==> config.mk <==
export PLATFORM = sky130hd
export DESIGN_NAME = thermo_spi_rx_master
export DESIGN_NICKNAME = d
export VERILOG_FILES = /design/src/rtl/thermo_spi_rx_master_pkg.sv /design/src/rtl/thermo_spi_rx_master_clk_div.sv /design/src/rtl/thermo_spi_rx_master.sv
export SDC_FILE = /design/constraint.sdc
export NUM_CORES = 1
export LEC_CHECK = 0
export BUFFER_PORTS_ARGS = -buffer_cell sky130_fd_sc_hd__buf_4
export CORE_MARGIN = 3
export CORE_UTILIZATION = 35
export DETAILED_ROUTE_END_ITERATION = 10
export GPL_ROUTABILITY_DRIVEN = 0
export PLACE_DENSITY = 0.57
export SYNTH_ARGS = -nofsm -noshare
export SYNTH_HDL_FRONTEND = slang
export SYNTH_SLANG_ARGS = --single-unit
==> constraint.sdc <==
create_clock -name clk -period 1.68 [get_ports clk]
set_input_delay 0.168 -clock clk [delete_from_list [all_inputs] [get_ports clk]]
set_output_delay 0.168 -clock clk [all_outputs]
set_load 0.01 [all_outputs]
==> src/rtl/thermo_spi_rx_master_pkg.sv <==
`default_nettype none
// +----------------------------------------------------------------------+
// | thermo_spi_pkg                                                       |
// | Shared types and helpers for the thermocouple SPI receive master.   |
// | Revision: 1.0                                                        |
// +----------------------------------------------------------------------+
package thermo_spi_pkg;

  typedef enum logic [1:0] {
    IDLE  = 2'd0,
    SETUP = 2'd1,
    SHIFT = 2'd2,
    HOLD  = 2'd3
  } spi_state_t;

  localparam int TC_FRAME_BITS = 32;

  // Width of a counter running 0..max_count-1, never narrower than one bit.
  function automatic int cnt_width(input int max_count);
    return (max_count > 1) ? $clog2(max_count) : 1;
  endfunction

endpackage
`default_nettype wire

==> src/rtl/thermo_spi_rx_master_clk_div.sv <==
`default_nettype none
// +----------------------------------------------------------------------+
// | spi_clk_div                                                          |
// | Generates idle-low sclk and strobes marking the edges it toggles on. |
// | Revision: 1.0                                                        |
// +----------------------------------------------------------------------+
module spi_clk_div
  import thermo_spi_pkg::*;
#(
  parameter int CLK_DIV = 2
) (
  input  logic clk,
  input  logic rst,
  input  logic en,
  output logic rise_tick,
  output logic fall_tick,
  output logic sclk
);

  localparam int               c_div_w    = cnt_width(CLK_DIV);
  localparam logic [c_div_w-1:0] c_div_last = c_div_w'(CLK_DIV - 1);

  logic [c_div_w-1:0] r_div_cnt;
  logic               r_sclk;
  logic               w_terminal;

  // Strobes are true on the clk edge that toggles sclk, so the caller acts in step with it.
  assign w_terminal = en && (r_div_cnt == c_div_last);
  assign rise_tick  = w_terminal && !r_sclk;
  assign fall_tick  = w_terminal && r_sclk;
  assign sclk       = r_sclk;

  always_ff @(posedge clk or negedge rst) begin
    if (!rst) begin
      r_div_cnt <= '0;
      r_sclk    <= 1'b0;
    end else if (!en) begin
      r_div_cnt <= '0;
      r_sclk    <= 1'b0;
    end else if (w_terminal) begin
      r_div_cnt <= '0;
      r_sclk    <= ~r_sclk;
    end else begin
      r_div_cnt <= r_div_cnt + 1'b1;
    end
  end

endmodule
`default_nettype wire

==> src/rtl/thermo_spi_rx_master.sv <==
`default_nettype none
// +----------------------------------------------------------------------+
// | thermo_spi_rx_master                                                 |
// | Mode-0 receive-only SPI master reading one converter frame per req.  |
// | Revision: 1.0                                                        |
// +----------------------------------------------------------------------+
module thermo_spi_rx_master
  import thermo_spi_pkg::*;
#(
  parameter int FRAME_BITS = TC_FRAME_BITS,
  parameter int CLK_DIV    = 2,
  parameter int CS_SETUP   = 1,
  parameter int CS_HOLD    = 1
) (
  input  logic                  clk,
  input  logic                  rst,
  input  logic                  spi_ena,
  input  logic                  miso,
  output logic                  sclk,
  output logic                  cs_n,
  output logic                  spi_not_busy,
  output logic [FRAME_BITS-1:0] spi_rx_data,
  output logic                  frame_done
);

  localparam int c_bit_w     = $clog2(FRAME_BITS + 1);
  localparam int c_phase_max = (CS_SETUP > CS_HOLD) ? CS_SETUP : CS_HOLD;
  localparam int c_phase_w   = cnt_width(c_phase_max);

  localparam logic [c_bit_w-1:0]   c_bits       = c_bit_w'(FRAME_BITS);
  localparam logic [c_phase_w-1:0] c_setup_last = c_phase_w'(CS_SETUP - 1);
  localparam logic [c_phase_w-1:0] c_hold_last  = c_phase_w'(CS_HOLD - 1);

  spi_state_t            r_state;
  logic [c_phase_w-1:0]  r_phase_cnt;
  logic [c_bit_w-1:0]    r_bit_cnt;
  logic [FRAME_BITS-1:0] r_shift;
  logic [FRAME_BITS-1:0] r_rx_data;
  logic                  r_cs_n;
  logic                  r_not_busy;
  logic                  r_frame_done;

  logic                  w_div_en;
  logic                  w_rise;
  logic                  w_fall;
  logic [FRAME_BITS-1:0] w_shift_next;

  assign w_div_en = (r_state == SHIFT);

  spi_clk_div #(
    .CLK_DIV (CLK_DIV)
  ) u_clk_div (
    .clk       (clk),
    .rst       (rst),
    .en        (w_div_en),
    .rise_tick (w_rise),
    .fall_tick (w_fall),
    .sclk      (sclk)
  );

  generate
    if (FRAME_BITS == 1) begin : g_shift_single
      assign w_shift_next = miso;
    end else begin : g_shift_multi
      assign w_shift_next = {r_shift[FRAME_BITS-2:0], miso};
    end
  endgenerate

  always_ff @(posedge clk or negedge rst) begin
    if (!rst) begin
      r_state      <= IDLE;
      r_phase_cnt  <= '0;
      r_bit_cnt    <= '0;
      r_shift      <= '0;
      r_rx_data    <= '0;
      r_cs_n       <= 1'b1;
      r_not_busy   <= 1'b1;
      r_frame_done <= 1'b0;
    end else begin
      r_frame_done <= 1'b0;
      case (r_state)
        IDLE: begin
          r_phase_cnt <= '0;
          r_bit_cnt   <= '0;
          if (spi_ena) begin
            r_state    <= SETUP;
            r_cs_n     <= 1'b0;
            r_not_busy <= 1'b0;
            r_shift    <= '0;
          end
        end
        SETUP: begin
          if (r_phase_cnt == c_setup_last) begin
            r_phase_cnt <= '0;
            r_state     <= SHIFT;
          end else begin
            r_phase_cnt <= r_phase_cnt + 1'b1;
          end
        end
        SHIFT: begin
          if (w_rise) begin
            r_shift   <= w_shift_next;
            r_bit_cnt <= r_bit_cnt + 1'b1;
          end
          // The last bit was sampled on the preceding rise; leave once sclk is back low.
          if (w_fall && (r_bit_cnt == c_bits)) begin
            r_state <= HOLD;
          end
        end
        HOLD: begin
          if (r_phase_cnt == c_hold_last) begin
            r_phase_cnt  <= '0;
            r_rx_data    <= r_shift;
            r_cs_n       <= 1'b1;
            r_not_busy   <= 1'b1;
            r_frame_done <= 1'b1;
            r_state      <= IDLE;
          end else begin
            r_phase_cnt <= r_phase_cnt + 1'b1;
          end
        end
      endcase
    end
  end

  assign cs_n         = r_cs_n;
  assign spi_not_busy = r_not_busy;
  assign spi_rx_data  = r_rx_data;
  assign frame_done   = r_frame_done;

endmodule
`default_nettype wire

==> summary.md <==
| Metric | Value |
|---|---|
| Clock network power share | `0.189` |
| Setup CP Type | `reg -> reg` |
| Post-synthesis sequential area ratio | `0.582` |
| CP Cell Sequence | `ha_4 > nand2b_1 > a21oi_4 > buf_12 > buf_8 > mux2i_1` |
| CP max-delay cell | `dfrtp_2` |
| Internal | `5.13 mW` |
| Startpoint Class | `register` |
| Worst-Skew Late Latency | `roughly 350 ps` |
| Post-Layout Cell Count | `431` |
| Placed cell area | `0.00373 sq mm` |
| Vias | `2,012` |
| Worst setup path startpoint | `r_state[1]` |
| Initial antenna violation count | `0` |
| F_max | `612 MHz` |
| Mapped Avg Cell Area | `between 10 and 15 sq um` |
| Die area | `around 0.011 sq mm` |
| Sink Count | `76` |
| Synth area leader | `dfrtp_1` |
| Post-layout power | `7.82 mW` |
| Fraction of registers with async set/reset | `1.00` |
| YS warnings | `0` |
| Routed wire per std cell | `approximately 15 microns` |
| Combinational Power Share | `0.430` |
| Post-DP HPWL | `3.96 mm` |
| Largest family of logic cells by synthesized area | `multiplexers` |
| Wirelength, routed | `roughly 6.3 mm` |
| Initial core utilization | `0.368` |
| Hold Crit Class | `in -> reg` |
| Data required time of the worst path | `about 1900 ps` |
| Max-slew violations | `0` |
| Io pins | `40` |
| Power Dens Cells | `1910 mW/mm^2` |
| Synthesized net count | `about 270` |
| Die Span Y | `103 microns` |
| Yosys top cell area share | `0.574` |
| Rel. slew slack | `0.730` |
| Post-Synth XOR/XNOR Area | `0.00535` |
| Post-synthesis mux area share | `0.215` |
| Layout cells sized above 1 | `0.356` |
| PortBufs | `39` |
| Worst path bufs/invs | `2` |
| Antenna-violating nets left | `0` |
| TNS Setup | `0 ps` |
| Final setup violation count | `0` |
| Htree depth | `3` |
| Simple-Gate Fraction of Synth Area | `0.0734` |
| TritonCTS Buffers | `9` |
| Syn Inst Count | `262` |
| Placed Cells incl. Taps | `410` |
| Reg power frac | `0.380` |
| Crit-path max FO | `10` |
| Critical Path AT | `1890 ps` |
| Setup crit end kind | `register` |
| CTS root buf | `clkbuf_8` |
| Final Hold Viols | `0` |
| Min Tclk post-route | `1630 ps` |
| CTS max path bufs | `2` |
| Max_cap viols | `0` |
| Setup Skew | `14.0 ps` |
| P_sw | `2.68 mW` |
| Worst r2r src | `r_state[1]` |
| Num rows | `34` |
| Synth Register Bits | `76` |
| Synthesized cell area | `0.00327 sq mm` |
| Switching part of the total power | `0.343` |
| First-pass GRT wire length | `approximately 10 mm` |
| Vias per cell | `4.67` |
| Clock Pin Slew Worst Setup and Hold Paths | `80 ps` |
| CTS tree | `built` |
| Synth area leaders | `dfrtp_1 57%, mux2_2 11%, mux2i_1 10%, inv_1 4.2%, nand2_1 3.9%` |
| Tightest Pin Transition | `roughly 400 ps` |
| Synth Area in Adders | `0.0229` |
| Leak | `1.95 nW` |
| Status | `finished clean` |
| Global route overflow | `0` |
| Fillers | `~810` |
| Pin count of the biggest net entering global routing | `34` |
| Layout Nets | `328` |
| Diode count | `0` |
| All-Layer GR Usage | `0.126` |
| Fin area | `0.00408 sq mm` |
| Initial DRC count | `54` |
| Vias in the first global route | `2,084` |
| Peak supply drop | `0.745 mV` |
| Core area | `0.00889 sq mm` |
| Final Cycle Share | `0.972` |
| Distinct cell type count after synthesis | `31` |
| Syn-to-layout area delta | `24.8%` |
| Hold Crit Start | `miso` |
| Post-synthesis compound-gate area fraction | `0.0283` |
| Residual DRC | `0` |
| EDFF count, synth | `0` |
| Die Wd | `103 microns` |
| Max stage delay on crit path | `approximately 440 ps` |
| DRT Pass-1 Iters | `6` |
| Delay-heaviest family, CP | `flip-flops` |
| Dominant synthesized flop cell | `dfrtp_1` |
[path summary, 6_finish.rpt]
check | to | slack (ps) | cells past startpoint
setup / recovery | r_shift[28] | 50 | 6
hold / removal | r_shift[0] | 90 | 3
setup reg to reg | r_shift[28] | 50 | 6
hold reg to reg | spi_rx_data[12] | 510 | 1
max in group asynchronous | spi_rx_data[28] | 830 | 3
min in group asynchronous | spi_rx_data[6] | 290 | 2
[cells in the final DEF (no fill, tap or decap), types with 3 or more instances in the layout]
cell,count
o21ai_0,4
a21oi_1,3
ha_1,3
mux2_2,33
buf_12,4
mux2i_1,33
nand2_1,34
buf_4,48
inv_1,36
dfrtp_1,74
clkbuf_8,11
[registers in the layout, summed over array words and instances, names as in the netlist]
register             count
r_bit_cnt                6
spi_not_busy             1
u_clk_div.r_div_cnt      1
frame_done               1
u_clk_div.sclk           1
r_shift                 32
r_state                  2
spi_rx_data             32
[tightest hold or removal path, delay by kind of cell]
family                 cells  cell delay, ps
AND/OR/NAND/NOR            1              60
multiplexers               1              60
buffers and inverters      1             110
[cell usage after synthesis, drive strengths merged, types with 3 or more instances]
cell	count
mux2i	33
nand2	34
clkbuf	3
mux2	33
ha	6
a21oi	4
buf	9
inv	37
dfrtp	75
o21ai	4
[logic make-up (layout without fill, tap and decap cells)]
logic type,count (synthesis),in the layout
AOI/OAI and AO/OA,13,13
xor gates and xnor gates,2,2
adders and majority gates,6,6
buffers and inverters,49,110
DFF,76,76
muxes,66,66
and+or+nand+nor,50,50
[power groups by stage]
stage | sequential, mW | combinational (mW) | clock [mW]
2_1_floorplan | 3.09 | 1.81 | 0
3_3_place_gp | 2.98 | 2.95 | 0
3_5_place_dp | 3.00 | 2.99 | 0
4_1_cts | 2.98 | 3.02 | 1.52
5_1_grt | 3.08 | 3.65 | 1.60
6_report | 2.97 | 3.36 | 1.48
[timing repair]
item | CTS | global route
endpoints found under the setup margin | 18 | 32
setup buffers | 0 | 1
pin swaps | 0 | 1
hold buffers | 1 | 0
cloned | 0 | 3
hold endpoints to repair | 27 | 0
resized for setup | 3 | 8
[metal layers]
| metal | vias to the layer above | GRT usage | routed length [microns] | share of wire |
|---|---|---|---|---|
| met5 | - | 0 | 0 | 0 |
| met4 | 0 | 0.0454 | 97 | 0.015 |
| met3 | 9 | 0.0413 | 230 | 0.037 |
| met2 | 37 | 0.190 | 2810 | 0.45 |
| met1 | 1001 | 0.170 | 3140 | 0.50 |
| li1 | 965 | - | - | - |
[area by class of cell]
cell class                      count  area [sq um]  area share
Sequential cell                    76          1900       0.466
Multi-Input combinational cell    137          1170       0.286
Timing Repair Buffer               57           527       0.129
Clock buffer                       11           151      0.0371
Tap cell                          108           135      0.0331
Inverter                           37           139      0.0340
Clock inverter                      5          58.8      0.0144
[metrics by stage]
| stage | util | hold slack, ps | setup slack, ps |
|---|---|---|---|
| after global placement | 0.420 | 131 | -31.3 |
| after detailed placement | 0.420 | 133 | -54.1 |
| after CTS | 0.446 | 71.2 | 19.7 |
| after global routing | 0.459 | 95.1 | -20.2 |
| after floorplan | - | -128 | 47.3 |
| final | 0.459 | 91.5 | 46.2 |
No activity file was read; power rests on OpenSTA's default activity.
